$ cat src/rtl/mem_arbiter.sv
// mem_arbiter: shares the single memory-controller command port between the
// instruction-side and data-side miss paths of the MMU.
// One side is granted per transaction; the command is issued with a
// valid/ready handshake, the arbiter waits for tx_done and then returns a
// one-cycle done pulse to the winning side.
// Optional feature macro: MEM_ARB_RR_EN
//   defined   -> round-robin between the sides when both request together
//   undefined -> fixed priority, the D-side always wins a tie
module mem_arbiter #(
    parameter int ADDR_W = 32
) (
    input  logic              clk,
    input  logic              rst_n,
    input  logic              i_req,
    input  logic [ADDR_W-1:0] i_addr,
    input  logic [2:0]        i_trd,
    output logic              i_done,
    input  logic              d_req,
    input  logic              d_we,
    input  logic [ADDR_W-1:0] d_addr,
    input  logic [2:0]        d_trd,
    output logic              d_done,
    input  logic              ready,
    input  logic              tx_done,
    output logic [1:0]        mem_op,
    output logic [63:0]       cpu_addr,
    output logic [2:0]        cur_trd,
    output logic              busy
);

    typedef enum logic [1:0] {
        ST_IDLE  = 2'd0,
        ST_ISSUE = 2'd1,
        ST_BUSY  = 2'd2,
        ST_DONE  = 2'd3
    } state_t;

    localparam logic [1:0] OP_IDLE  = 2'b00;
    localparam logic [1:0] OP_READ  = 2'b01;
    localparam logic [1:0] OP_WRITE = 2'b11;

    state_t      r_state;
    state_t      w_nextState;

    logic        r_sideD;
    logic [1:0]  r_memOp;
    logic [63:0] r_cpuAddr;
    logic [2:0]  r_curTrd;
    logic        r_iDone;
    logic        r_dDone;
    logic        r_busy;

    logic        w_grant;
    logic        w_grantD;
    logic        w_tieD;
    logic [1:0]  w_grantOp;
    logic [63:0] w_grantAddr;
    logic [2:0]  w_grantTrd;
    logic [1:0]  w_nextMemOp;

`ifdef MEM_ARB_RR_EN
    logic r_lastD;

    // Remember which side won the most recent grant so a tie goes to the other side
    always_ff @(posedge clk or negedge rst_n) begin
        if (!rst_n) begin
            r_lastD <= 1'b1;
        end else if (w_grant) begin
            r_lastD <= w_grantD;
        end
    end

    assign w_tieD = ~r_lastD;
`else
    assign w_tieD = 1'b1;
`endif

    assign w_grantOp   = (w_grantD && d_we) ? OP_WRITE : OP_READ;
    assign w_grantAddr = w_grantD ? 64'(d_addr) : 64'(i_addr);
    assign w_grantTrd  = w_grantD ? d_trd : i_trd;

    // Next-state logic, grant decision and next value of the registered command
    always_comb begin
        w_nextState = r_state;
        w_grant     = 1'b0;
        w_grantD    = 1'b0;
        w_nextMemOp = OP_IDLE;
        case (r_state)
            ST_IDLE: begin
                if (i_req || d_req) begin
                    w_grant     = 1'b1;
                    w_grantD    = (i_req && d_req) ? w_tieD : d_req;
                    w_nextState = ST_ISSUE;
                end
            end
            ST_ISSUE: begin
                if (ready) begin
                    w_nextState = ST_BUSY;
                end
            end
            ST_BUSY: begin
                if (tx_done) begin
                    w_nextState = ST_DONE;
                end
            end
            ST_DONE: begin
                w_nextState = ST_IDLE;
            end
            default: begin
                w_nextState = ST_IDLE;
            end
        endcase
        if (w_grant) begin
            w_nextMemOp = w_grantOp;
        end else if (w_nextState == ST_ISSUE) begin
            w_nextMemOp = r_memOp;
        end
    end

    // State register plus registered outputs; transaction fields latch on grant
    always_ff @(posedge clk or negedge rst_n) begin
        if (!rst_n) begin
            r_state   <= ST_IDLE;
            r_sideD   <= 1'b0;
            r_memOp   <= OP_IDLE;
            r_cpuAddr <= 64'h0;
            r_curTrd  <= 3'd0;
            r_iDone   <= 1'b0;
            r_dDone   <= 1'b0;
            r_busy    <= 1'b0;
        end else begin
            r_state <= w_nextState;
            r_memOp <= w_nextMemOp;
            r_busy  <= (w_nextState != ST_IDLE);
            r_iDone <= (w_nextState == ST_DONE) && !r_sideD;
            r_dDone <= (w_nextState == ST_DONE) && r_sideD;
            if (w_grant) begin
                r_sideD   <= w_grantD;
                r_cpuAddr <= w_grantAddr;
                r_curTrd  <= w_grantTrd;
            end
        end
    end

    assign mem_op   = r_memOp;
    assign cpu_addr = r_cpuAddr;
    assign cur_trd  = r_curTrd;
    assign i_done   = r_iDone;
    assign d_done   = r_dDone;
    assign busy     = r_busy;

endmodule
$ cat config.mk
export PLATFORM = sky130hd
export DESIGN_NAME = mem_arbiter
export DESIGN_NICKNAME = d
export VERILOG_FILES = /design/src/rtl/mem_arbiter.sv
export SDC_FILE = /design/constraint.sdc
export NUM_CORES = 1
export LEC_CHECK = 0
export BUFFER_PORTS_ARGS = -buffer_cell sky130_fd_sc_hd__buf_4
export CORE_MARGIN = 2
export CORE_UTILIZATION = 47
export CTS_CLUSTER_DIAMETER = 100
export DETAILED_ROUTE_END_ITERATION = 16
export PLACE_DENSITY = 0.86
export SLEW_MARGIN = 20
export SYNTH_ARGS = -nofsm -noshare
export SYNTH_HDL_FRONTEND = slang
export SYNTH_SLANG_ARGS = --single-unit
$ cat constraint.sdc
create_clock -name clk -period 3.4 [get_ports clk]
set_input_delay 0.34 -clock clk [delete_from_list [all_inputs] [get_ports clk]]
set_output_delay 0.34 -clock clk [all_outputs]
set_load 0.03 [all_outputs]
### After elaboration in Yosys (flattened, before gate mapping)

Index checks and enable logic that the tools add are counted.

| word-level totals | value |
|---|---|
| flip-flop bits (word level) | 75 |
| bits of input ports | 77 |
| logic and storage cells | 36 |

| cells by class | value |
|---|---|
| equal/unequal tests | 6 |
| muxes and demuxes | 14 |
| reduce and logical (&&, ||, !) cells | 8 |

Operators by type and width:

| operator | count |
|---|---|
| $mux W32 | 1 |
| $mux W2 | 6 |
| $pmux W2 S4 | 1 |
| $eq A2 B2 Y1 const B | 3 |
| $mux W1 | 5 |
| $eq A2 B1 Y1 const B | 2 |
| $logic_and A1 B1 Y1 | 4 |
| $mux W3 | 1 |
| $logic_not A2 Y1 | 1 |
| $ne A2 B2 Y1 const B | 1 |
| $reduce_bool A2 Y1 | 1 |
| $logic_not A1 Y1 | 1 |
| $logic_or A1 B1 Y1 | 1 |

### Depth between registers and ports, before layout

| depth | value |
|---|---|
| depth after elaboration | 7 |
| gate-level depth with buffers | 6 |

### Worst setup path before layout

Ideal clock, no wire load.

| path | value |
|---|---|
| path type | register to register |
| from | reg r_state[1] |
| to | reg r_cpuAddr[0], in the netlist cpu_addr[0] |
| library setup time | 132 ps |
| arrival time | 1211 ps |
| required time | 3268 ps |
| setup slack | 2057 ps |
| cell stages (with the launch flop) | 7 |
| buffers on the path | 3 |
| cells stage by stage | dfrtp_1 buf_6 or2_1 buf_6 buf_6 a22oi_1 o21ai_1 |

| on the way | value |
|---|---|
| cells in the longest elaborated chain, start to end | 3 |
| elaborated cells between the ends (all ways) | 4 |
| those cells by class | mux (3); reduce/logical (1) |

Ends and longest elaborated chain:

| what | RTL line | text |
|---|---|---|
| start, declared | 42 | `state_t r_state;` |
| start signal, assigned | 132 | `r_state <= w_nextState;` |
| $logic_not A2 Y1 * | 88 | `case (r_state)` |
| $mux W1 | 88 |  |
| $mux W32 | 79 | `assign w_grantAddr = w_grantD ? 64'(d_addr) : 64'(i_addr);` |
| end signal, assigned | 139 | `r_cpuAddr <= w_grantAddr;` |
| end, declared | 47 | `logic [63:0] r_cpuAddr;` |

Every way passes the cells marked *; elsewhere a longest branch is shown, timed or not.
A chain may end at the register's enable or synchronous reset.

### Final worst setup path

| path | value |
|---|---|
| from | reg r_state[1] |
| to | reg r_cpuAddr[12], in the netlist cpu_addr[12] |

The elaborated chain is that of the path after synthesis.

==> metrics.md <==
| Metric | Value |
|---|---|
| Status | finished, final reports clean |
| CP arrival | 2.08 ns |
| Avg Synthesized Cell Area | 9.534 sq um |
| Fill count | 465 |
| Cells after synthesis | 263 |
| Distinct cells, synth | 24 |
| FFs w/ async S/R, synth | 1.000 |
| Setup crit end kind | register |
| CTS Buf Count | 5 |
| DIE AREA | 5935 sq um |
| CTS Buffer Depth | 2 |
| NumNets Final | 439 |
| Max VDD drop | 0.0004143 V |
| Skew-Pair Late Insertion Delay | 0.29 ns |
| Post-CTS Setup Inserts | 0 |
| TritonCTS Sinks | 43 |
| Highest clock rate | 531.2 MHz |
| All-Layer GR Usage | 0.2083 |
| Average vias per placed instance | 5.331 |
| Top cell type by total area after synthesis | dfrtp_1 |
| First-pass GRT wire length | 10,140 microns |
| Synth Register Bits | 43 |
| Pwr Density | 940.5 nW/um^2 |
| Clk pin slew, worst setup/hold paths | 0.08 ns |
| Initial Util | 0.4878 |
| Initial antenna violation count | 0 |
| Avg WL per Cell | 14.72 microns |
| Place WS | 1.292 ns |
| Top sig layer | met4 |
| Htree depth | 2 |
| Hold Path Class | input pin to async pin |
| Drt total wl | 6361 microns |
| Post-placement cell count | 425 |
| Startpoint types | register |
| Final Cycle Share | 0.5537 |
| Synth top area share | 0.4291 |
| Worst-Margin Slew | 0.8484 ns |
| Ys Warns | 0 |
| Rows | 26 |
| Final setup viols | 0 |
| CTS tree | yes |
| Dpl hpwl | 4311 microns |
| Worst Setup Path Type | register to register |
| Share of layout cells above drive strength 1 | 0.3508 |
| Max Cap Violations | 0 |
| WL met3 | 494 microns |
| Routability cong. | 0.7619 |
| Unrepaired setup endpoints after global routing | false |
| Vias in the first global route | 2,138 |
| Setup_tns | 0 ns |
| Antenna fix cells | 0 |
| Iteration-0 DRC Markers | 155 |
| IO Port Bufs | 116 |
| P&R area growth vs syn | 30.49% |
| DR DRC count | 0 |
| Leakage | 1.524 nW |
| Hold_buf cts | 0 |
| Hold Fails Final Rpt | 0 |
| CP Data Required Time | 3.60 ns |
| Vias | 2,303 |
| Post-synth top cells | dfrtp_1, nor2b_1, a22oi_1, a31oi_1, buf_4 |
| CP Max Fanout | 19 |
| Register area share after synthesis | 0.4291 |
| Pins Over Slew Limit | 0 |
| Mapped cell area | 2507 sq um |
| Clk_skew | 0.004861 ns |
| Most frequent cell after synthesis | dfrtp_1 |
| Tightest hold margin | 0.03403 ns |
| Post-route ant nets | 0 |
| Final cell count without fillers | 432 |
| Fin crit period | 1.882 ns |
| Post-CTS sizing | 0 |
| Grt ovf | 0 |
| IO Count | 149 |
| Largest net degree at the start of global routing | 74 |
| Post-synth EDFFs | 0 |
| Relative slew slack | 0.4330 |
| Die width | 77.04 microns |
| Die height | 77.04 microns |
| Setup WS post-layout | 1.518 ns |
| Synth Flop Type | dfrtp_1 |
| Clock root buffer | clkbuf_8 |
| Met2 Wirelength | 3257 microns |
| M1 wire length | 2523 microns |
| Core Area | 5140 sq um |
| Pre-antenna DRT Iters | 4 |
| Synth top area cells | dfrtp_1, a22oi_1, buf_4 |
-- cells in the final DEF, fill, tap and decap left out, drive strengths merged --
cell type | netlist | routed
a22oi | 35 | 35
a21o | 1 | 1
a31oi | 35 | 35
nor3 | 1 | 1
o21ai | 35 | 35
nand2b | 2 | 2
mux2i | 1 | 1
nor2b | 36 | 36
or2 | 1 | 1
nor2 | 3 | 3
a21oi | 4 | 4
clkbuf | 8 | 6
dfrtp | 43 | 43
o21bai | 1 | 1
nor3b | 1 | 1
nand2 | 4 | 4
nand3b | 2 | 2
inv | 1 | 1
buf | 48 | 117
clkinv | 0 | 1
conb | 1 | 32
-- registers in the layout, summed over array words and instances, names as in the netlist --
| signal | cells |
|---|---|
| i_done | 1 |
| cpu_addr | 32 |
| r_state | 2 |
| mem_op | 2 |
| busy | 1 |
| d_done | 1 |
| cur_trd | 3 |
| r_sideD | 1 |
-- logic make-up (layout without fill, tap and decap cells) --
group | count (synthesis) | in the layout | share of synthesized area
AOI/OAI and AO/OA | 111 | 111 | 0.2760
muxes | 1 | 1 | 0.003992
buffers and inverters | 57 | 125 | 0.1632
and+or+nand+nor | 50 | 50 | 0.1262
other | 1 | 32 | 0.001496
DFF | 43 | 43 | 0.4291
-- power breakdown --
group	internal, mW	total [mW]	switching (mW)
registers	0.765	0.976	0.212
clock network	0.160	0.329	0.169
logic	0.716	1.77	1.06
total	1.64	3.08	1.44
-- worst max-delay path: stages, from the launching register on --
cell     delay (ns)
dfrtp_1        0.51
nor3b_4        0.71
buf_4          0.36
a22oi_1        0.09
o21ai_0        0.12
-- metrics by stage --
stage                 util  total power [mW]  cell area (sq um)
global route        0.6366             3.287               3272
floorplan                -             2.272               2624
CTS                 0.6366             3.101               3272
finish              0.6366             3.077               3272
detailed placement  0.6195             2.769               3184
global placement    0.6195             2.707               3184
-- final timing paths --
kind / startpoint / cells past startpoint / slack [ns] / to
max: r_state[1]$_DFF_PN0_ / 4 / 1.52 / cpu_addr[12]$_DFFE_PN0P_
min: rst_n / 1 / 0.03 / mem_op[0]$_DFFE_PN0P_
max reg2reg: r_state[1]$_DFF_PN0_ / 4 / 1.52 / cpu_addr[12]$_DFFE_PN0P_
min reg2reg: r_sideD$_DFFE_PN0P_ / 1 / 0.46 / i_done$_DFF_PN0_
max in group asynchronous: rst_n / 1 / 2.98 / cpu_addr[25]$_DFFE_PN0P_
min in group clk: d_addr[9] / 3 / 0.28 / cpu_addr[9]$_DFFE_PN0P_
-- area by class of cell --
class	instances	area, sq um	share of cell area
clock buffers	6	82.58	0.02524
clock inverters	1	5.005	0.001530
inverters	1	3.754	0.001147
multi-input cells	194	1139	0.3480
flip-flops and latches	43	1076	0.3289
well taps	70	87.58	0.02677
repair buffers	117	878.3	0.2685
-- metal layers --
metal | track usage | up-vias
met2 | 0.3500 | 111
met5 | 0 | -
li1 | - | 1087
met3 | 0.04471 | 8
met1 | 0.2684 | 1097
met4 | 0.06786 | 0
(Power assumes the default switching activity.)
